**src/rtl/tx_pattern_sched.sv**
```systemverilog
// ---------------------------------------------------------------------------
// tx_pattern_sched
// Burst/gap scheduler that streams test patterns toward a radio TX path.
// A run is a sequence of bursts of burst_len samples separated by gap_len
// idle cycles; it ends after num_bursts bursts (0 = continuous) or after
// the burst in flight when stop is raised.
//
// Ports
//   radio_clk    : clock, all logic on the rising edge
//   radio_rst    : asynchronous active-high reset
//   start        : one-cycle run request (honoured only in IDLE)
//   stop         : level request to end the run after the current burst
//   pattern_sel  : 0 zeros, 1 toggle, 2 ramp, 3 constant
//   const_iq     : constant sample for pattern 3 (I [31:16], Q [15:0])
//   burst_len    : samples per burst
//   gap_len      : idle cycles between bursts
//   num_bursts   : bursts per run, 0 = continuous
//   tx_data      : sample output (I [31:16], Q [15:0])
//   tx_valid     : sample valid
//   tx_ready     : downstream accept
//   tx_last      : last sample of a burst
//   busy         : scheduler not idle
//   done         : one-cycle pulse when a run ends
//   bursts_sent  : completed bursts in the current or last run
// ---------------------------------------------------------------------------
module tx_pattern_sched #(
    parameter int unsigned LEN_W = 16,
    parameter int unsigned CNT_W = 8
) (
    input  logic              radio_clk,
    input  logic              radio_rst,
    input  logic              start,
    input  logic              stop,
    input  logic [1:0]        pattern_sel,
    input  logic [31:0]       const_iq,
    input  logic [LEN_W-1:0]  burst_len,
    input  logic [LEN_W-1:0]  gap_len,
    input  logic [CNT_W-1:0]  num_bursts,
    output logic [31:0]       tx_data,
    output logic              tx_valid,
    input  logic              tx_ready,
    output logic              tx_last,
    output logic              busy,
    output logic              done,
    output logic [CNT_W-1:0]  bursts_sent
);

    localparam int unsigned DATA_W  = 32;
    localparam int unsigned HALF_W  = 16;
    localparam logic [DATA_W-1:0] TOGGLE_WORD = 32'hAAAA_AAAA;

    typedef enum logic [1:0] {
        IDLE  = 2'd0,
        BURST = 2'd1,
        GAP   = 2'd2,
        FIN   = 2'd3
    } state_t;

    state_t              state_q,   state_d;
    logic [LEN_W-1:0]    idx_q,     idx_d;
    logic [LEN_W-1:0]    gap_cnt_q, gap_cnt_d;
    logic [CNT_W-1:0]    bursts_q,  bursts_d;
    logic [1:0]          sel_q,     sel_d;
    logic [DATA_W-1:0]   const_q,   const_d;
    logic [LEN_W-1:0]    len_q,     len_d;
    logic [LEN_W-1:0]    gap_q,     gap_d;
    logic [CNT_W-1:0]    nb_q,      nb_d;
    logic [DATA_W-1:0]   data_q,    data_d;
    logic                valid_q,   valid_d;
    logic                last_q,    last_d;
    logic                busy_q,    busy_d;
    logic                done_q,    done_d;

    // Sample generator: pure function of pattern, constant and sample index.
    function automatic logic [DATA_W-1:0] pattern_word(
        input logic [1:0]        sel,
        input logic [DATA_W-1:0] cval,
        input logic [HALF_W-1:0] idx
    );
        logic [DATA_W-1:0] w;
        w = '0;
        case (sel)
            2'd0: w = '0;
            2'd1: w = idx[1] ? TOGGLE_WORD : '0;
            2'd2: w = {idx, ~idx};
            default: w = cval;
        endcase
        return w;
    endfunction

    // State and output registers.
    always_ff @(posedge radio_clk or posedge radio_rst) begin
        if (radio_rst) begin
            state_q   <= IDLE;
            idx_q     <= '0;
            gap_cnt_q <= '0;
            bursts_q  <= '0;
            sel_q     <= '0;
            const_q   <= '0;
            len_q     <= '0;
            gap_q     <= '0;
            nb_q      <= '0;
            data_q    <= '0;
            valid_q   <= 1'b0;
            last_q    <= 1'b0;
            busy_q    <= 1'b0;
            done_q    <= 1'b0;
        end else begin
            state_q   <= state_d;
            idx_q     <= idx_d;
            gap_cnt_q <= gap_cnt_d;
            bursts_q  <= bursts_d;
            sel_q     <= sel_d;
            const_q   <= const_d;
            len_q     <= len_d;
            gap_q     <= gap_d;
            nb_q      <= nb_d;
            data_q    <= data_d;
            valid_q   <= valid_d;
            last_q    <= last_d;
            busy_q    <= busy_d;
            done_q    <= done_d;
        end
    end

    // Next-state and next-output logic.
    always_comb begin
        state_d   = state_q;
        idx_d     = idx_q;
        gap_cnt_d = gap_cnt_q;
        bursts_d  = bursts_q;
        sel_d     = sel_q;
        const_d   = const_q;
        len_d     = len_q;
        gap_d     = gap_q;
        nb_d      = nb_q;
        data_d    = data_q;
        valid_d   = valid_q;
        last_d    = last_q;
        done_d    = 1'b0;

        case (state_q)
            IDLE: begin
                valid_d = 1'b0;
                last_d  = 1'b0;
                // stop overrides start; a zero-length burst is meaningless
                if (start && !stop && (burst_len != '0)) begin
                    sel_d     = pattern_sel;
                    const_d   = const_iq;
                    len_d     = burst_len;
                    gap_d     = gap_len;
                    nb_d      = num_bursts;
                    idx_d     = '0;
                    gap_cnt_d = '0;
                    bursts_d  = '0;
                    state_d   = BURST;
                    valid_d   = 1'b1;
                    data_d    = pattern_word(pattern_sel, const_iq, '0);
                    last_d    = (burst_len == LEN_W'(1));
                end
            end

            BURST: begin
                if (valid_q && tx_ready) begin
                    if (last_q) begin
                        bursts_d = CNT_W'(bursts_q + CNT_W'(1));
                        idx_d    = '0;
                        if (stop || ((nb_q != '0) &&
                                     (CNT_W'(bursts_q + CNT_W'(1)) == nb_q))) begin
                            state_d = FIN;
                            valid_d = 1'b0;
                            last_d  = 1'b0;
                            done_d  = 1'b1;
                        end else if (gap_q != '0) begin
                            state_d   = GAP;
                            gap_cnt_d = '0;
                            valid_d   = 1'b0;
                            last_d    = 1'b0;
                        end else begin
                            // back-to-back burst, no bubble
                            valid_d = 1'b1;
                            data_d  = pattern_word(sel_q, const_q, '0);
                            last_d  = (len_q == LEN_W'(1));
                        end
                    end else begin
                        idx_d  = LEN_W'(idx_q + LEN_W'(1));
                        data_d = pattern_word(sel_q, const_q,
                                              HALF_W'(LEN_W'(idx_q + LEN_W'(1))));
                        last_d = (LEN_W'(idx_q + LEN_W'(1)) == LEN_W'(len_q - LEN_W'(1)));
                    end
                end
            end

            GAP: begin
                valid_d = 1'b0;
                last_d  = 1'b0;
                if (stop) begin
                    state_d   = FIN;
                    gap_cnt_d = '0;
                    done_d    = 1'b1;
                end else if (gap_cnt_q == LEN_W'(gap_q - LEN_W'(1))) begin
                    state_d   = BURST;
                    gap_cnt_d = '0;
                    valid_d   = 1'b1;
                    data_d    = pattern_word(sel_q, const_q, '0);
                    last_d    = (len_q == LEN_W'(1));
                end else begin
                    gap_cnt_d = LEN_W'(gap_cnt_q + LEN_W'(1));
                end
            end

            default: begin
                // FIN: done is high for this single cycle
                state_d = IDLE;
                valid_d = 1'b0;
                last_d  = 1'b0;
            end
        endcase

        busy_d = (state_d != IDLE);
    end

    assign tx_data     = data_q;
    assign tx_valid    = valid_q;
    assign tx_last     = last_q;
    assign busy        = busy_q;
    assign done        = done_q;
    assign bursts_sent = bursts_q;

endmodule

```
**config.mk**
```make
export PLATFORM = sky130hd
export DESIGN_NAME = tx_pattern_sched
export DESIGN_NICKNAME = d
export VERILOG_FILES = /design/src/rtl/tx_pattern_sched.sv
export SDC_FILE = /design/constraint.sdc
export NUM_CORES = 1
export LEC_CHECK = 0
export CELL_PAD_IN_SITES_DETAIL_PLACEMENT = 0
export CELL_PAD_IN_SITES_GLOBAL_PLACEMENT = 2
export CORE_UTILIZATION = 38
export DETAILED_ROUTE_END_ITERATION = 12
export GPL_TIMING_DRIVEN = 0
export PLACE_DENSITY_LB_ADDON = 0.08
export REMOVE_ABC_BUFFERS = 1
export SYNTH_ARGS = -nofsm -noshare
export SYNTH_HDL_FRONTEND = slang
export SYNTH_SLANG_ARGS = --single-unit
```
**constraint.sdc**
```tcl
create_clock -name radio_clk -period 14.2 [get_ports radio_clk]
set_clock_uncertainty 0.2 [all_clocks]
set_input_delay 2.84 -clock radio_clk [delete_from_list [all_inputs] [get_ports radio_clk]]
set_output_delay 2.84 -clock radio_clk [all_outputs]
set_load 0.02 [all_outputs]
```
==> flow_metrics.py <==
metrics = {
    "status": {
        "run_status": "completed",
    },
    "critical_path": {
        "arrival_ns": 6.01,
        "cp_slowest_stage_delay_ns": 0.98,
        "reg2reg_from": "gap_q[9]",
        "criticalPathCategory": "in -> reg",
        "crit_start": "stop",
        "slowest_stage": "or4_2",
        "critPathRequiredTime_ns": 14.31,
        "path_delay_family": "simple AND/OR/NAND/NOR gates",
        "crit_chain": "clkdlybuf4s50_1, or4_1, a21o_1, nor2b_1, or4_2, buf_12, mux2_4",
        "path_buf_inv": 2,
        "crit_path_end_kind": "flip-flop",
        "start_kind": "primary input",
        "crit_path_max_fanout": 17,
    },
    "finish": {
        "layout_common_cells": "dfrtp_1, clkdlybuf4s50_1, mux2_2, nand2_1, o21ai_0",
        "drive_gt1_frac": 0.167,
        "areaGrowthSynthToFinish_pct": 24.1,
        "finalNetCount": 1076,
        "final_cell_count_no_fill": 1313,
        "final_common_cell": "dfrtp_1",
        "diodes": 0,
    },
    "sta": {
        "fin_ws_ns": 8.30,
        "setup_viol": 0,
        "period_needed_ns": 5.90,
        "min_period_over_period": 0.416,
        "drv_slew": 0,
        "timing.hold.ws_ns": 0.304,
        "tightestPinTransition_ns": 1.34,
        "rsz0062_at_grt": "false",
        "fmax_mhz": 169,
        "totalNegativeSetupSlack_ns": 0,
        "relSlewSlack": 0.101,
        "hold_viol_final": 0,
    },
    "global_route": {
        "grt_util_met1": 0.320,
        "antenna_found_initial": 0,
        "use_met3": 0.0382,
        "use_met2": 0.313,
        "gr-total-overflow": 0,
        "grt_pass1_vias": 7000,
        "grt_start_max_net_pins": 80,
        "grt_usage": 0.213,
        "top_usage_layer": "met1",
        "grt_pass1_wl_mm": 39.4,
    },
    "placed_design": {
        "gp_congestion": 0.781,
        "io_buffers": 122,
        "pre_cts_slack_ns": 7.84,
        "hpwlAfterDp_mm": 17.4,
        "dp_cells": 1281,
    },
    "routing": {
        "wirelength_mm": 24.6,
        "vias": 7039,
        "drt_iter0_drc": 363,
        "drc": 0,
        "via_per_inst": 5.36,
        "route.antenna.remaining_nets": 0,
        "wl_per_cell_um": 18.7,
        "drt_pass1_iterations": 4,
    },
    "yosys": {
        "synthArstFlopShare": 1.00,
        "netlist_area_mm2": 0.00892,
        "avgSynthCellArea_um2": 10.0,
        "synth_top_cell_area_share": 0.426,
        "synth_cells": 888,
        "synth_edf_count": 0,
        "ys.flop_type": "dfrtp_1",
        "yosysTopAreaCell": "dfrtp_1",
        "synth_warnings": 0,
        "yosysUniqueCellTypes": 66,
        "synthTopCellsByArea": "dfrtp_1, mux2_2, mux2_4",
        "yosysSeqAreaShare": 0.426,
        "synth-seq-cells": 152,
    },
    "clocking": {
        "htreeDepth": 4,
        "cts_setup_buffers": 0,
        "clkSinkCount": 152,
        "cts_tree": "done",
        "clk_latency_ns": 0.43,
        "clk_path_buf_depth": 2,
        "clkSlewWorstSetupHoldPaths_ns": 0.07,
        "cts_root_buf": "clkbuf_16",
        "numCtsBuffers": 17,
        "hold_buffers": 0,
        "cts_resized": 0,
    },
    "floorplanning": {
        "initial_core_util": 0.391,
        "io_pins": 123,
        "dieArea_mm2": 0.0241,
        "die_w_um": 155,
        "die_h_um": 155,
        "num_rows": 55,
        "coreArea_mm2": 0.0228,
    },
    "flow_run": {
        "maxCapViolations": 0,
    },
    "pwr": {
        "power.density_mw_per_mm2": 87.7,
        "p_leak_nw": 4.95,
        "vdd_drop_max_mv": 0.0677,
    },
    "hold_path": {
        "hold_path.startpoint": "const_q[0]",
        "hold_path_class": "reg -> reg",
    },
}
cells in the mapped netlist, types with 20 or more instances:
| master | count |
|---|---|
| nand4_1 | 21 |
| inv_1 | 22 |
| xor2_1 | 24 |
| nor3_1 | 20 |
| mux2_2 | 75 |
| xnor2_1 | 46 |
| nor2_1 | 56 |
| o21ai_0 | 65 |
| clkbuf_1 | 44 |
| nand3_1 | 22 |
| dfrtp_1 | 152 |
| mux2_4 | 30 |
| nand2_1 | 68 |
flip-flops by register name, indices dropped and copies added, names as in the netlist:
register,cells
tx_last,1
state_q,2
nb_q,8
tx_data,32
bursts_sent,8
done,1
busy,1
tx_valid,1
sel_q,2
const_q,32
idx_q,16
gap_q,16
len_q,16
gap_cnt_q,16
metal layers:
layer / up-vias / part of all wire
met2: 131 / 0.43
met1: 3457 / 0.52
met5: - / 0
met3: 12 / 0.039
met4: 0 / 0.010
li1: 3439 / -
cell families (layout without fill, tap and decap cells):
logic type	after synthesis	in the layout	synth area share
compound gates	190	190	0.142
xor+xnor	70	70	0.0687
fa+ha+maj	10	10	0.0140
buf+inv	77	189	0.0360
flops	152	152	0.426
mux	111	111	0.152
simple gates	278	278	0.161
final timing paths:
path                                  to  slack, ns  cells past startpoint
min                           const_q[0]       0.30                      1
min in group asynchronous     tx_data[8]       2.67                      2
max reg2reg                gap_cnt_q[10]       9.09                      8
min reg2reg                   const_q[0]       0.30                      1
max                          tx_data[13]       8.30                      7
max in group asynchronous        nb_q[0]      10.34                      3
power breakdown:
group | internal, mW | leakage, nW | switching (mW)
logic | 0.0212 | 2.63 | 0.0173
clock network | 0.299 | 0.312 | 0.202
registers | 0.433 | 2.00 | 0
total | 0.753 | 4.95 | 0.219
through the flow:
step	power [mW]	cell area, µm²	util
floorplan	0.450	8690	-
global placement	0.479	10300	0.451
detailed placement	0.480	10400	0.457
CTS	0.984	11100	0.485
global route	1.01	11100	0.485
finish	0.972	11100	0.485
layout make-up:
cell class                      instances  area (µm²)
Clock buffer                           17         425
Clock inverter                         15         213
Fill cell                            2216       11800
Inverter                               24        97.6
Multi-Input combinational cell        659        4800
Sequential cell                       152        3800
Tap cell                              313         392
Timing Repair Buffer                  133        1350
(Power assumes the default switching activity.)
